<file path="src/rtl/diram_arb_pkg.sv">
// diram_arb_pkg: shared types and ids for the DiRAM port arbiter
package diram_arb_pkg;
  localparam int ARB_NUM_REQ = 4;
  localparam int DMA_ID = 0;
  localparam int LDST_ID = 1;
  localparam int MRC0_ID = 2;
  typedef enum logic {IDLE, BURST} arb_state_e;
  typedef logic [$clog2(ARB_NUM_REQ)-1:0] req_id_t;
  typedef struct packed {
    logic    vld;
    req_id_t id;
  } rd_tag_t;
endpackage

</file>
<file path="src/rtl/diram_arb_rr_pick.sv">
// diram_arb_rr_pick: combinational round-robin picker, searches from rr_ptr_i+1 upward with wrap
//   req_i    : request vector
//   rr_ptr_i : last served requester (lowest priority)
//   gnt_o    : chosen requester id (rr_ptr_i when nothing requests)
//   any_o    : at least one request present
module diram_arb_rr_pick
  import diram_arb_pkg::*;
#(
  parameter int NUM_REQ = ARB_NUM_REQ
) (
  input  logic [NUM_REQ-1:0] req_i,
  input  req_id_t            rr_ptr_i,
  output req_id_t            gnt_o,
  output logic               any_o
);
  req_id_t idx;
  // Walk from farthest to nearest so the nearest valid requester after rr_ptr_i wins.
  always_comb begin
    any_o = |req_i;
    gnt_o = rr_ptr_i;
    idx   = '0;
    for (int k = NUM_REQ; k >= 1; k--) begin
      idx = req_id_t'((int'(rr_ptr_i) + k) % NUM_REQ);
      if (req_i[idx]) gnt_o = idx;
    end
  end
endmodule

</file>
<file path="src/rtl/diram_port_arb.sv">
// diram_port_arb: round-robin, burst-locked arbiter sharing one DiRAM port, with read-return steering
//   req_*  : per-requester valid/ready beats (packed address/data buses)
//   rsp_*  : one-hot read-return strobe and shared read data
//   mem_*  : DiRAM access port, mem_rdata arrives RD_LAT cycles after an accepted read
//   busy   : grant held or any read still in flight
module diram_port_arb
  import diram_arb_pkg::*;
#(
  parameter int NUM_REQ   = ARB_NUM_REQ,
  parameter int ADDR_W    = 24,
  parameter int DATA_W    = 64,
  parameter int RD_LAT    = 3,
  parameter int MAX_BURST = 8
) (
  input  logic                        clk,
  input  logic                        reset_poweron_n,
  input  logic [NUM_REQ-1:0]          req_valid,
  output logic [NUM_REQ-1:0]          req_ready,
  input  logic [NUM_REQ-1:0]          req_we,
  input  logic [NUM_REQ-1:0]          req_last,
  input  logic [NUM_REQ*ADDR_W-1:0]   req_addr,
  input  logic [NUM_REQ*DATA_W-1:0]   req_wdata,
  output logic [NUM_REQ-1:0]          rsp_valid,
  output logic [DATA_W-1:0]           rsp_data,
  input  logic                        mem_ready,
  output logic                        mem_en,
  output logic                        mem_we,
  output logic [ADDR_W-1:0]           mem_addr,
  output logic [DATA_W-1:0]           mem_wdata,
  input  logic [DATA_W-1:0]           mem_rdata,
  output logic                        busy
);
  localparam int BCW = $clog2(MAX_BURST + 1);

  arb_state_e       state_q, state_d;
  req_id_t          gnt_q, gnt_d, rr_ptr_q, rr_ptr_d, pick_id;
  logic [BCW-1:0]   beat_cnt_q, beat_cnt_d;
  rd_tag_t          pipe_q [RD_LAT];
  rd_tag_t          head;
  logic             pick_any, in_burst, g_valid, g_we, g_last, beat, rel, pipe_any;
  logic [ADDR_W-1:0] addr_a  [NUM_REQ];
  logic [DATA_W-1:0] wdata_a [NUM_REQ];

  for (genvar i = 0; i < NUM_REQ; i++) begin : g_unpack
    assign addr_a[i]  = req_addr[i*ADDR_W +: ADDR_W];
    assign wdata_a[i] = req_wdata[i*DATA_W +: DATA_W];
  end

  diram_arb_rr_pick #(.NUM_REQ(NUM_REQ)) u_pick (
    .req_i    (req_valid),
    .rr_ptr_i (rr_ptr_q),
    .gnt_o    (pick_id),
    .any_o    (pick_any)
  );

  assign in_burst = state_q == BURST;
  assign g_valid  = req_valid[gnt_q];
  assign g_we     = req_we[gnt_q];
  assign g_last   = req_last[gnt_q];
  assign beat     = in_burst & g_valid & mem_ready;
  // A stalled beat (valid, not ready) neither counts nor releases; only a dropped valid does.
  assign rel      = in_burst & (~g_valid | (beat & (g_last | beat_cnt_q == BCW'(MAX_BURST - 1))));

  always_comb begin
    state_d    = state_q;
    gnt_d      = gnt_q;
    rr_ptr_d   = rr_ptr_q;
    beat_cnt_d = beat ? beat_cnt_q + 1'b1 : beat_cnt_q;
    if (!in_burst && pick_any) begin
      state_d = BURST;
      gnt_d   = pick_id;
    end
    if (rel) begin
      state_d    = IDLE;
      rr_ptr_d   = gnt_q;
      beat_cnt_d = '0;
    end
  end

  always_ff @(posedge clk or negedge reset_poweron_n) begin
    if (!reset_poweron_n) begin
      state_q    <= IDLE;
      gnt_q      <= '0;
      rr_ptr_q   <= req_id_t'(NUM_REQ - 1);
      beat_cnt_q <= '0;
    end else begin
      state_q    <= state_d;
      gnt_q      <= gnt_d;
      rr_ptr_q   <= rr_ptr_d;
      beat_cnt_q <= beat_cnt_d;
    end
  end

  // Fixed-latency return tracker: the tag reaches the head exactly when mem_rdata is valid.
  always_ff @(posedge clk or negedge reset_poweron_n) begin
    if (!reset_poweron_n) begin
      for (int i = 0; i < RD_LAT; i++) pipe_q[i] <= '0;
    end else begin
      pipe_q[0] <= '{vld: beat & ~g_we, id: gnt_q};
      for (int i = 1; i < RD_LAT; i++) pipe_q[i] <= pipe_q[i-1];
    end
  end

  always_comb begin
    pipe_any = 1'b0;
    for (int i = 0; i < RD_LAT; i++) pipe_any = pipe_any | pipe_q[i].vld;
  end

  assign head      = pipe_q[RD_LAT-1];
  assign rsp_valid = head.vld ? NUM_REQ'(1) << head.id : '0;
  assign rsp_data  = head.vld ? mem_rdata : '0;
  assign req_ready = (in_burst & mem_ready) ? NUM_REQ'(1) << gnt_q : '0;
  assign mem_en    = beat;
  assign mem_we    = in_burst & g_we;
  assign mem_addr  = in_burst ? addr_a[gnt_q] : '0;
  assign mem_wdata = in_burst ? wdata_a[gnt_q] : '0;
  assign busy      = in_burst | pipe_any;
endmodule

</file>
<file path="config.mk">
export PLATFORM = sky130hd
export DESIGN_NAME = diram_port_arb
export DESIGN_NICKNAME = d
export VERILOG_FILES = /design/src/rtl/diram_arb_pkg.sv /design/src/rtl/diram_arb_rr_pick.sv /design/src/rtl/diram_port_arb.sv
export SDC_FILE = /design/constraint.sdc
export NUM_CORES = 1
export LEC_CHECK = 0
export ABC_AREA = 1
export CAP_MARGIN = 5
export CORE_AREA = 3 3 233 235
export DETAILED_ROUTE_END_ITERATION = 12
export DIE_AREA = 0 0 236 238
export PLACE_DENSITY_LB_ADDON = 0.05
export SLEW_MARGIN = 15
export SYNTH_ARGS = -nofsm -noshare
export SYNTH_HDL_FRONTEND = slang
export SYNTH_SLANG_ARGS = --single-unit
</file>
<file path="constraint.sdc">
create_clock -name clk -period 4.37 [get_ports clk]
set_input_delay 0.874 -clock clk [delete_from_list [all_inputs] [get_ports clk]]
set_output_delay 0.874 -clock clk [all_outputs]
set_load 0.01 [all_outputs]
</file>
# Word level (Yosys, flattened, before mapping)
# Cells that the tools add are included.
[classes]
addsub = 5
magnitude_cmp = 6
n_eq_ne = 1
n_shift = 2
muxes = 33
bitwise_logic = 15
reduce_logical = 5
[op_table]
columns = ["op", "count"]
rows = [
  ["two-way mux 64 bit", 4],
  ["binary-select mux 64 bit (select 2 bit)", 1],
  ["two-way mux 24 bit", 3],
  ["binary-select mux 24 bit (select 2 bit)", 1],
  ["two-way mux 4 bit", 4],
  ["less-than comparator 2 x 3 -> 1 bit, second input constant", 5],
  ["binary-select mux 1 bit (select 2 bit)", 7],
  ["two-way mux 1 bit", 9],
  ["two-way mux 2 bit", 4],
  ["left shift 1 x 2 -> 4 bit, first input constant", 2],
  ["bitwise AND 1 bit", 7],
  ["bitwise OR 1 bit", 5],
  ["adder 2 x 1 -> 2 bit, second input constant", 2],
  ["adder 2 bit, second input constant", 2],
  ["adder 4 x 1 -> 4 bit, second input constant", 1],
  ["equality test 4 x 3 -> 1 bit, second input constant", 1],
  ["nonzero test 2 bit", 2],
  ["OR reduction 4 bit", 1],
  [">= comparator 3 bit, second input constant", 1],
  ["NOT 2 -> 3 bit", 1],
  ["NOT 1 bit", 2],
  ["logical AND 1 bit", 1],
  ["zero test 1 bit", 1],
]
[totals]
reg_bits = 18
elab_cells = 77

# Longest topological paths before layout
# Gate-level depths: netlist of run 1.
[depth]
depth_word = 8
ltp_mapped = 11
ltp_nobuf = 10

# Hierarchy
# Synthesis of run 1 repeated with hierarchy kept, for this count alone.
[hier_totals]
hier_cells = 606
hier_area_um2 = 3609.7
[by_module_without_submodules]
columns = ["module", "n_inst", "cells_each", "area_per_inst_um2", "seq_area_each_um2"]
rows = [
  ["diram_port_arb", 1, 563, 3405.8, 452.9],
  ["diram_arb_rr_pick", 1, 43, 203.9, 0.0],
]

# Least setup slack after synthesis of run 1
# OpenSTA, ideal clock, no wires.
[synth_path]
kind = "input to output"
startpoint = "input port req_valid[3]"
endpoint = "output port mem_en"
arrival_ns = 1.363
required_time_ns = 3.496
path_slack_ns = 2.133
cell_stages = 6
cell_sequence = "inv_1 -> nor2_1 -> a21oi_2 -> nand3_1 -> nand2_1 -> inv_1"
[synth_between]
elab_chain_len = 4
[synth_lines]
columns = ["item", "line_no", "rtl"]
rows = [
  ["start, declared", "diram_port_arb.sv:17", "input logic [NUM_REQ-1:0] req_valid,"],
  ["binary-select mux 1 bit (select 2 bit)", "diram_port_arb.sv:57", "assign g_valid = req_valid[gnt_q];"],
  ["two-way mux 1 bit (implied by the code)", "diram_port_arb.sv:57", ""],
  ["bitwise AND 1 bit (2 in a row)", "diram_port_arb.sv:60", "assign beat = in_burst & g_valid & mem_ready;"],
  ["end, declared", "diram_port_arb.sv:26", "output logic mem_en,"],
]
# No other way between the ends. The select of a mux whose other input is x is not followed.

# Final worst setup path of run 1
[layout_path]
startpoint = "register gnt_q[0]"
endpoint = "output port mem_wdata[56]"
[layout_between]
elab_chain_len = 5
[layout_lines]
columns = ["item", "line_no", "rtl"]
rows = [
  ["start, declared", "diram_port_arb.sv:36", "req_id_t gnt_q, gnt_d, rr_ptr_q, rr_ptr_d, pick_id;"],
  ["start signal, assigned", "diram_port_arb.sv:88", "gnt_q <= gnt_d;"],
  ["NOT 2 -> 3 bit (implied by the code)", "diram_port_arb.sv:116", "assign mem_wdata = in_burst ? wdata_a[gnt_q] : '0;"],
  ["binary-select mux 64 bit (select 2 bit)", "diram_port_arb.sv:116", ""],
  ["two-way mux 64 bit (implied by the code) (2 in a row)", "diram_port_arb.sv:116", ""],
  ["two-way mux 64 bit", "diram_port_arb.sv:116", ""],
  ["end, declared", "diram_port_arb.sv:29", "output logic [DATA_W-1:0] mem_wdata,"],
]
# No other way between the ends. The select of a mux whose other input is x is not followed.

==> results.yml, run 1 <==
worst_setup_path:
  worst-setup-path-type: "reg -> out"
  crit_arrival_ns: 2.75
  max_stage_delay_ns: 0.68
  cp_cell_sequence: "inv_2 > nor2_8 > buf_12 > a22oi_1 > a21oi_1 > clkdlybuf4s50_1"
  cp_top_family: "buffers and inverters"
  path_buf_inv: 3
  startpoint_type: "flop"
  required_ns: 3.50
  cp_slowest_cell: "clkdlybuf4s50_1"
  crit_fanout: 28
  end_kind: "output port"
drt:
  drt-total-wl_mm: 42.1
  viasPerCell: 3.72
  dr.first_iter.drc_count: 209
  drc: 0
  wire_per_inst_um: 23.0
  drt_first_pass_iters: 5
  vias: 6833
  ant_nets: 0
pwr:
  peakVddDrop_v: 0.000210
  p_per_area_mw_per_mm2: 484
  p_leak_nw: 4.10
cells_and_area:
  regArea_um2: 454
  area_growth_pct: 188
  fin_area_mm2: 0.0104
  multi_input_area_mm2: 0.00252
  nFillCells: 5941
  drive_gt1_share_pct: 2.97
  instances_no_fill: 1835
  nets: 1578
sta:
  finalSetupTns_ns: 0
  setup_viol: 0
  slew_headroom_pct: 40.7
  clock_skew_ns: 0.000593
  period_needed_ns: 3.63
  whs_ns: 0.355
  fmax_ghz: 0.276
  worst_slew_pin_slew_ns: 0.886
  fin_crit_sh_pct: 83.0
  finalHoldViolCount: 0
  slew_violations: 0
  rsz0062_at_grt: "false"
floorplanning:
  core_area_mm2: 0.0524
  io_pins: 594
  die_width_um: 236
  dieHeight_um: 238
  rows: 84
  dieArea_mm2: 0.0562
  initial_core_util_pct: 6.89
clock_tree:
  clk_pin_slew_ns: 0.06
  htreeDepth: 1
  post-cts-setup-buffers: 0
  cts_sinks: 18
  root_buffer: "clkbuf_16"
  numCtsBuffers: 3
  ctsResizeCount: 0
  tritoncts: "done"
  clockBufferDepth: 2
  cts_hold_buf: 0
  clk_latency_ns: 0.25
placement:
  dp_cells: 1829
  place.gp.congestion: 0.784
  dp_hpwl_mm: 35.3
  place.port_buffers: 593
  dpl_cell_area_mm2: 0.0103
logic_synthesis:
  ys_types: 27
  synth_warnings: 0
  synth-seq-cells: 18
  yosys.area.top_type: "a22oi_1"
  synth_cells: 589
  ys_seq_area_share_pct: 12.5
  synth_top_area_share_pct: 36.6
  synth.area.top_cells: "a22oi_1 37%, a21oi_1 12%, nand2_1 12%, dfrtp_1 11%, inv_1 8.5%"
  syn_avg_cell_area_um2: 6.13
  synth_nets: 1021
  synth_area_mm2: 0.00361
global_routing:
  grt_max_degree: 70
  grt_antenna_before_repair: 12
  grt_pass1_vias: 7160
  globalRouteTotalUtil_pct: 13.8
  grt_remaining_overflow: 0
  grt_pass1_wl_mm: 55.9
status:
  status: "completed"
job:
  maxCapViolCount: 0
hold_path:
  hold_path_class: "reg -> reg"
[final timing paths]
| check | startpoint | to | slack, ns | depth (start not counted) |
|---|---|---|---|---|
| setup reg to reg | gnt_q[1] | in_burst | 2.06 | 8 |
| hold / removal | pipe_q[4] | head[1] | 0.36 | 0 |
| hold reg to reg | pipe_q[4] | head[1] | 0.36 | 0 |
| setup / recovery | gnt_q[0] | mem_wdata[56] | 0.74 | 6 |
| min in group asynchronous | reset_poweron_n | pipe_q[5] | 1.13 | 1 |
| max in group asynchronous | reset_poweron_n | head[2] | 2.65 | 1 |
[stage by stage]
stage	total power, mW	util [%]	worst slack (ns)
after floorplan	2.37	-	2.13
after global placement	5.05	19.7	0.870
after detailed placement	4.96	19.7	0.863
after CTS	5.19	19.8	0.617
after global routing	5.47	19.8	0.499
final	5.03	19.8	0.742
[layout make-up]
| cell class | count | share of cell area, % |
|---|---|---|
| Multi-Input combinational cell | 429 | 24.3 |
| Inverter | 85 | 3.13 |
| Clock buffer | 4 | 0.759 |
| Tap cell | 688 | 8.28 |
| Timing Repair Buffer | 609 | 59.1 |
| Sequential cell | 18 | 4.37 |
| Antenna cell | 2 | 0.0482 |
[flip-flops by register name (all words and copies together) (netlist names)]
| name | flops |
|---|---|
| beat_cnt_q | 4 |
| gnt_q | 2 |
| head | 3 |
| in_burst | 1 |
| pipe_q | 6 |
| rr_ptr_q | 2 |
[synth_stat cells (all sizes together)]
library cell and number:
nor2 11, nand3 15, xor2 2, a21oi 90
dfrtp 16, nand4 6, clkbuf 16, a22oi 177
nand2 116, buf 41, a31oi 1, dfstp 2
nor3 4, ha 1, o21ai 6, inv 85
[kinds of logic (layout without fill, tap and decap cells)]
logic type,Yosys count,count (layout),synth area share (%)
simple gates,152,152,18.4
xor+xnor,2,2,0.485
fa+ha+maj,1,1,0.346
other cells,0,2,0
buf+inv,142,698,17.8
flops,18,18,12.5
compound gates,274,274,50.5
[power breakdown]
| part | switching, mW | leakage, nW | internal [mW] |
|---|---|---|---|
| Combinational | 2.37 | 3.83 | 2.12 |
| Sequential | 0.112 | 0.225 | 0.236 |
| Clock | 0.0674 | 0.0382 | 0.124 |
| Total | 2.55 | 4.10 | 2.48 |
[cells in the final DEF, fill, tap and decap left out]
master,n
xor2_1,2
ha_1,1
dfrtp_1,15
nor2_8,2
o21ai_0,1
a31oi_1,1
nand4_1,5
dfrtp_2,1
a22oi_1,176
nor3_1,4
clkbuf_1,1
buf_4,9
nand2_2,2
diode_2,2
dfstp_2,2
clkbuf_16,3
buf_12,7
nand2_1,114
a21oi_2,1
nand3_1,15
clkinv_2,1
nor2_4,1
a21oi_1,89
inv_2,1
clkdlybuf4s50_1,593
inv_4,2
o21ai_1,5
nor2_1,8
inv_1,81
nand4_4,1
a22oi_2,1
[layer usage]
metal | share of wire (%) | track usage, %
met1 | 35 | 13.7
met2 | 54 | 27.4
met3 | 11 | 6.47
met4 | 0.13 | 0.221
met5 | 0.20 | 0
Note: power is estimated with default switching activity, not from simulation.
==> run 2, diff against run 1 <==
--- a/config.mk
+++ b/config.mk
@@ -7,9 +7,9 @@
 export LEC_CHECK = 0
 export ABC_AREA = 1
 export CAP_MARGIN = 5
-export CORE_AREA = 3 3 233 235
+export CORE_AREA = 3 3 231 233
 export DETAILED_ROUTE_END_ITERATION = 12
-export DIE_AREA = 0 0 236 238
+export DIE_AREA = 0 0 234 236
 export PLACE_DENSITY_LB_ADDON = 0.05
 export SLEW_MARGIN = 15
 export SYNTH_ARGS = -nofsm -noshare
==> constraint.sdc (replaced) <==
create_clock -name clk -period 3.7 [get_ports clk]
set_input_delay 0.74 -clock clk [delete_from_list [all_inputs] [get_ports clk]]
set_output_delay 0.74 -clock clk [all_outputs]
set_load 0.01 [all_outputs]
==> results.yml, run 2 (synthesis results as in run 1) <==
clock_tree:
  tritoncts: "done"
  htreeDepth: 1
  clk_pin_slew_ns: 0.05
  post-cts-setup-buffers: 0
  ctsResizeCount: 0
  clk_latency_ns: 0.25
  root_buffer: "clkbuf_16"
  cts_sinks: 18
  clockBufferDepth: 2
  numCtsBuffers: 3
  cts_hold_buf: 0
job:
  maxCapViolCount: 0
pwr:
  p_per_area_mw_per_mm2: 579
  p_leak_nw: 4.19
  peakVddDrop_v: 0.000278
sta:
  clock_skew_ns: 0.00345
  finalSetupTns_ns: 0
  finalHoldViolCount: 0
  slew_violations: 0
  setup_slack_ns: 0.417
  fmax_ghz: 0.305
  period_needed_ns: 3.28
  rsz0062_at_grt: "false"
  worst_slew_pin_slew_ns: 0.844
  fin_crit_sh_pct: 88.7
  setup_viol: 0
  slew_headroom_pct: 43.6
worst_setup_path:
  worst-setup-path-type: "reg -> out"
  max_stage_delay_ns: 0.54
  cp_slowest_cell: "clkdlybuf4s50_1"
  cp_cell_sequence: "nand2_2 > clkinv_2 > buf_12 > a22oi_1 > a21oi_1 > clkdlybuf4s50_1"
  crit_fanout: 22
  end_kind: "output port"
  required_ns: 2.96
  startpoint_type: "flop"
  crit_arrival_ns: 2.54
floorplanning:
  rows: 83
  dieArea_mm2: 0.0552
  dieHeight_um: 236
  die_width_um: 234
  initial_core_util_pct: 7.03
  core_area_mm2: 0.0514
  io_pins: 594
global_routing:
  grt_pass1_vias: 7106
  grt_max_degree: 70
  globalRouteTotalUtil_pct: 13.1
  grt_pass1_wl_mm: 53.0
  grt_antenna_before_repair: 6
  grt_remaining_overflow: 0
cells_and_area:
  layout_common_cells: "593 x clkdlybuf4s50_1, 176 x a22oi_1, 114 x nand2_1, 89 x a21oi_1, 81 x inv_1"
  layout_commonest_cell: "clkdlybuf4s50_1"
  fin_area_mm2: 0.0106
  nets: 1590
  drive_gt1_share_pct: 4.06
  largest_reg_flops: 6
  instances_no_fill: 1840
  area_growth_pct: 193
  regMostFlops: "pipe_q"
drt:
  drt_first_pass_iters: 4
  viasPerCell: 3.66
  ant_nets: 0
  vias: 6727
  drt-total-wl_mm: 39.5
  drc: 0
  dr.first_iter.drc_count: 227
  wire_per_inst_um: 21.5
placement:
  dpl_cell_area_mm2: 0.0105
  dp_cells: 1833
  place.gp.congestion: 0.804
  dp_slack_ns: 0.564
  place.port_buffers: 593
  dp_hpwl_mm: 33.6
status:
  status: "completed"
hold_path:
  hold_path_class: "reg -> reg"
## run 2: worst max-delay path: cells and delay by family (launching register included)
kind            cells  cell delay [ns]
compound gates      2             0.28
flops               1             0.48
buf+inv             3             1.34
simple gates        1             0.15
## run 2: worst paths after layout
check / startpoint / endpoint / slack (ns) / cells after the start
worst max-delay path: gnt_q[1] / mem_wdata[26] / 0.42 / 6
worst min-delay path: pipe_q[4] / head[1] / 0.35 / 0
worst max register to register: gnt_q[1] / beat_cnt_q[3] / 1.52 / 8
worst min register to register: pipe_q[4] / head[1] / 0.35 / 0
max in group asynchronous: reset_poweron_n / head[2] / 2.15 / 1
min in group asynchronous: reset_poweron_n / beat_cnt_q[0] / 0.97 / 1
## run 2: per-stage QoR
step	hold WS (ns)	utilization, %	power, mW
after CTS	0.348	20.5	6.31
after global placement	0.337	20.4	6.13
after global routing	0.352	20.6	6.64
after floorplan	0.331	-	2.80
after detailed placement	0.336	20.4	6.03
final	0.347	20.6	6.12
## run 2: cell type report
type                    instances  area (um^2)
repair buffers                621         6320
clock buffers                   4         88.8
fillers                      5770        40800
flip-flops and latches         18          454
well taps                     680          851
multi-input cells             429         2520
diodes                          3         7.51
inverters                      85          324
## run 2: where the power goes
| group | internal [mW] | switching (mW) | total, mW | leakage [nW] |
|---|---|---|---|---|
| sequential | 0.280 | 0.0896 | 0.370 | 0.225 |
| clock | 0.164 | 0.0741 | 0.239 | 0.0442 |
| combinational | 2.66 | 2.85 | 5.52 | 3.92 |
## run 2: routing by layer
layer	global-route usage (%)	up-vias	share of wire [%]
met5	0	-	0.12
met4	0.538	8	0.32
met1	13.2	3099	35
met3	4.77	12	10
met2	26.5	355	54
li1	-	3253	-
==> run 3, diff against run 2 <==
--- a/config.mk
+++ b/config.mk
@@ -11,7 +11,7 @@
 export DETAILED_ROUTE_END_ITERATION = 12
 export DIE_AREA = 0 0 234 236
 export PLACE_DENSITY_LB_ADDON = 0.05
-export SLEW_MARGIN = 15
+export SLEW_MARGIN = 10
 export SYNTH_ARGS = -nofsm -noshare
 export SYNTH_HDL_FRONTEND = slang
 export SYNTH_SLANG_ARGS = --single-unit
==> results of run 3 <==
The final DEF is identical to that of run 2; final timing and power are the same.
==> edit (config.mk and constraints of run 2) <==
Change the parameter `RD_LAT` from 3 to 5.
--- a/src/rtl/diram_port_arb.sv
+++ b/src/rtl/diram_port_arb.sv
@@ -10,5 +10,5 @@
   parameter int ADDR_W    = 24,
   parameter int DATA_W    = 64,
-  parameter int RD_LAT    = 3,
+  parameter int RD_LAT    = 5,
   parameter int MAX_BURST = 8
 ) (
Behaviour: not the same (Yosys sat finds a counterexample within 10 cycles, from zero or initial values and one cycle with reset_poweron_n low).
==> edit against run 2 <==
- worst setup slack got worse by 59 ps
- area after synthesis increased by 12%
- register-to-register slack improved by 310 ps
- sequential cell count grew 6
- total power up 7.5%
- sequential power grew 38%
- synthesized cell count up 18%
- core utilization is 0.82 points higher
- non-clock buffer count rose by 6
- via count rose by 9.9%
- routed wire length is 11% higher
- fmax shrank 1.8%
- clock power is 30% higher
- design area is 4.0% higher
- critical endpoint is now mem_wdata[11]
- highest routed layer unchanged
==> edit: results (changes against run 2) <==
Detailed routing
  – Routed len/inst: 22.5 um (was 21.5 um)
  – Starting DRT DRC Count: 208 (was 227)
  – Total vias in the final route: 7,394 (was 6,727)

GRT
  – Largest net degree at the start of global routing: 54 (was 70)
  – GR Util All Layers: 14.8% (was 13.1%)
  – Antenna violations before repair: 8 (was 6)
  – First-pass GRT wire length: 58,800 um (was 53,000 um)

Worst setup path
  – Minimum setup slack among reg-to-reg paths: 1830 ps (was 1520 ps)
  – Data arrival at the endpoint of the critical path: 2600 ps (was 2540 ps)
  – Terminus of the critical flop-to-flop path: rr_ptr_q[1] (was beat_cnt_q[3])
  – Number of cell instances on the worst register-to-register path: 7 (was 8)
  – Worst stage delay on the critical path: 600 ps (was 540 ps)
  – Critical Path End: mem_wdata[11] (was mem_wdata[26])
  – Largest fanout on the critical path: 34 (was 22)

Run status
  – Run status: complete, no violations (unchanged)

Layout
  – Max reg flops: 12 (was 6)
  – Fill cells: 5,804 (was 5,770)
  – Number of nets in the finished design: 1,690 (was 1,590)
  – Share of cells above drive strength 1: 4.53% (was 4.06%)

Yosys
  – Adder-cell share of the synthesized area: 0.309% (was 0.346%)
  – Area contributors post-synth: sky130_fd_sc_hd__nand2_1, sky130_fd_sc_hd__a22oi_1, sky130_fd_sc_hd__a31oi_1 (was sky130_fd_sc_hd__a22oi_1, sky130_fd_sc_hd__a21oi_1, sky130_fd_sc_hd__nand2_1)
  – Compound-cell area share of the yosys netlist: 32.0% (was 50.5%)
  – Share of the synthesized netlist area taken by xor and xnor gates: 0.432% (was 0.485%)
  – Count of distinct cell types in the synthesized netlist: 32 (was 27)
  – Top cells by instance count after synthesis: sky130_fd_sc_hd__nand2_1, sky130_fd_sc_hd__nand3_1, sky130_fd_sc_hd__a22oi_1, sky130_fd_sc_hd__a31oi_1, sky130_fd_sc_hd__inv_1 (was sky130_fd_sc_hd__a22oi_1, sky130_fd_sc_hd__nand2_1, sky130_fd_sc_hd__a21oi_1)
  – Net count after synthesis: 1,127 (was 1,021)
  – Sequential element share of the synthesized area: 14.9% (was 12.5%)

Power and ir drop
  – Leakage power: 4.33 nW (was 4.19 nW)
  – Worst voltage drop across the vdd grid: 228 uV (was 278 uV)

Timing
  – Post-Route Skew: 1.88 ps (was 3.45 ps)
  – Relative slew slack: 54.1% (was 43.6%)

Place
  – Gpl congestion: 0.788 (was 0.804)
## edit: cell types whose count changed after synthesis, sizes merged, moves of 3 or more
cell,change
a22oi,-88
buf,+12
dfrtp,+6
nand4,-3
a31oi,+87
nand3,+90
nand2,+83
a21oi,-87
## edit: cells by family (layout without fill, tap and decap cells)
kind of cell / count (synthesis) / after routing
compound gates: 187 / 187
buf+inv: 154 / 716
simple gates: 327 / 327
fa+ha+maj: 1 / 1
flops: 24 / 24
other cells: 0 / 2
xor+xnor: 2 / 2
## edit: worst min path at each step
| stage | startpoint | endpoint | slack, ps | depth (start not counted) |
|---|---|---|---|---|
| final | pipe_q[13] | pipe_q[10] | 350 | 0 |
| after floorplan | pipe_q[3] | head[0] | 330 | 0 |
| after global placement | pipe_q[6] | pipe_q[3] | 330 | 0 |
| after global routing | pipe_q[3] | head[0] | 360 | 0 |
| after detailed placement | pipe_q[13] | pipe_q[10] | 330 | 0 |
| after CTS | pipe_q[13] | pipe_q[10] | 350 | 0 |
## edit: power breakdown
part           internal, mW  total, mW  switching (mW)  leakage, nW
Clock                 0.215      0.311          0.0954       0.0511
Combinational          2.66       5.77            3.11         3.98
Sequential            0.376      0.510           0.134        0.299
## edit: through the flow
stage	std cells	instance area (um2)	setup WS (ps)	power, mW	util (%)
finish	1939	11000	358	6.59	21.4
floorplan	695	4050	1670	3.02	-
global route	1938	11000	238	7.13	21.4
CTS	1937	11000	338	6.77	21.4
detailed placement	1933	10900	341	6.43	21.2
global placement	1933	10900	344	6.52	21.2
## edit: metal layers
layer | global-route usage (%) | share of wire [%] | wire length [um] | up-vias
li1 | - | - | - | 3555
met1 | 15.5 | 36 | 15600 | 3430
met2 | 29.8 | 55 | 23900 | 389
met3 | 4.50 | 9.2 | 4000 | 16
met4 | 0.427 | 0.30 | 131 | 4
met5 | 0 | 0.062 | 27 | -
## edit: layout make-up
cell class                      count  share of cell area, %
Antenna cell                        2                 0.0455
Sequential cell                    24                   5.57
Clock inverter                      1                  0.273
Clock buffer                        3                  0.683
Multi-Input combinational cell    517                   25.1
Inverter                           85                   2.94
Timing Repair Buffer              627                   57.7
Tap cell                          680                   7.74
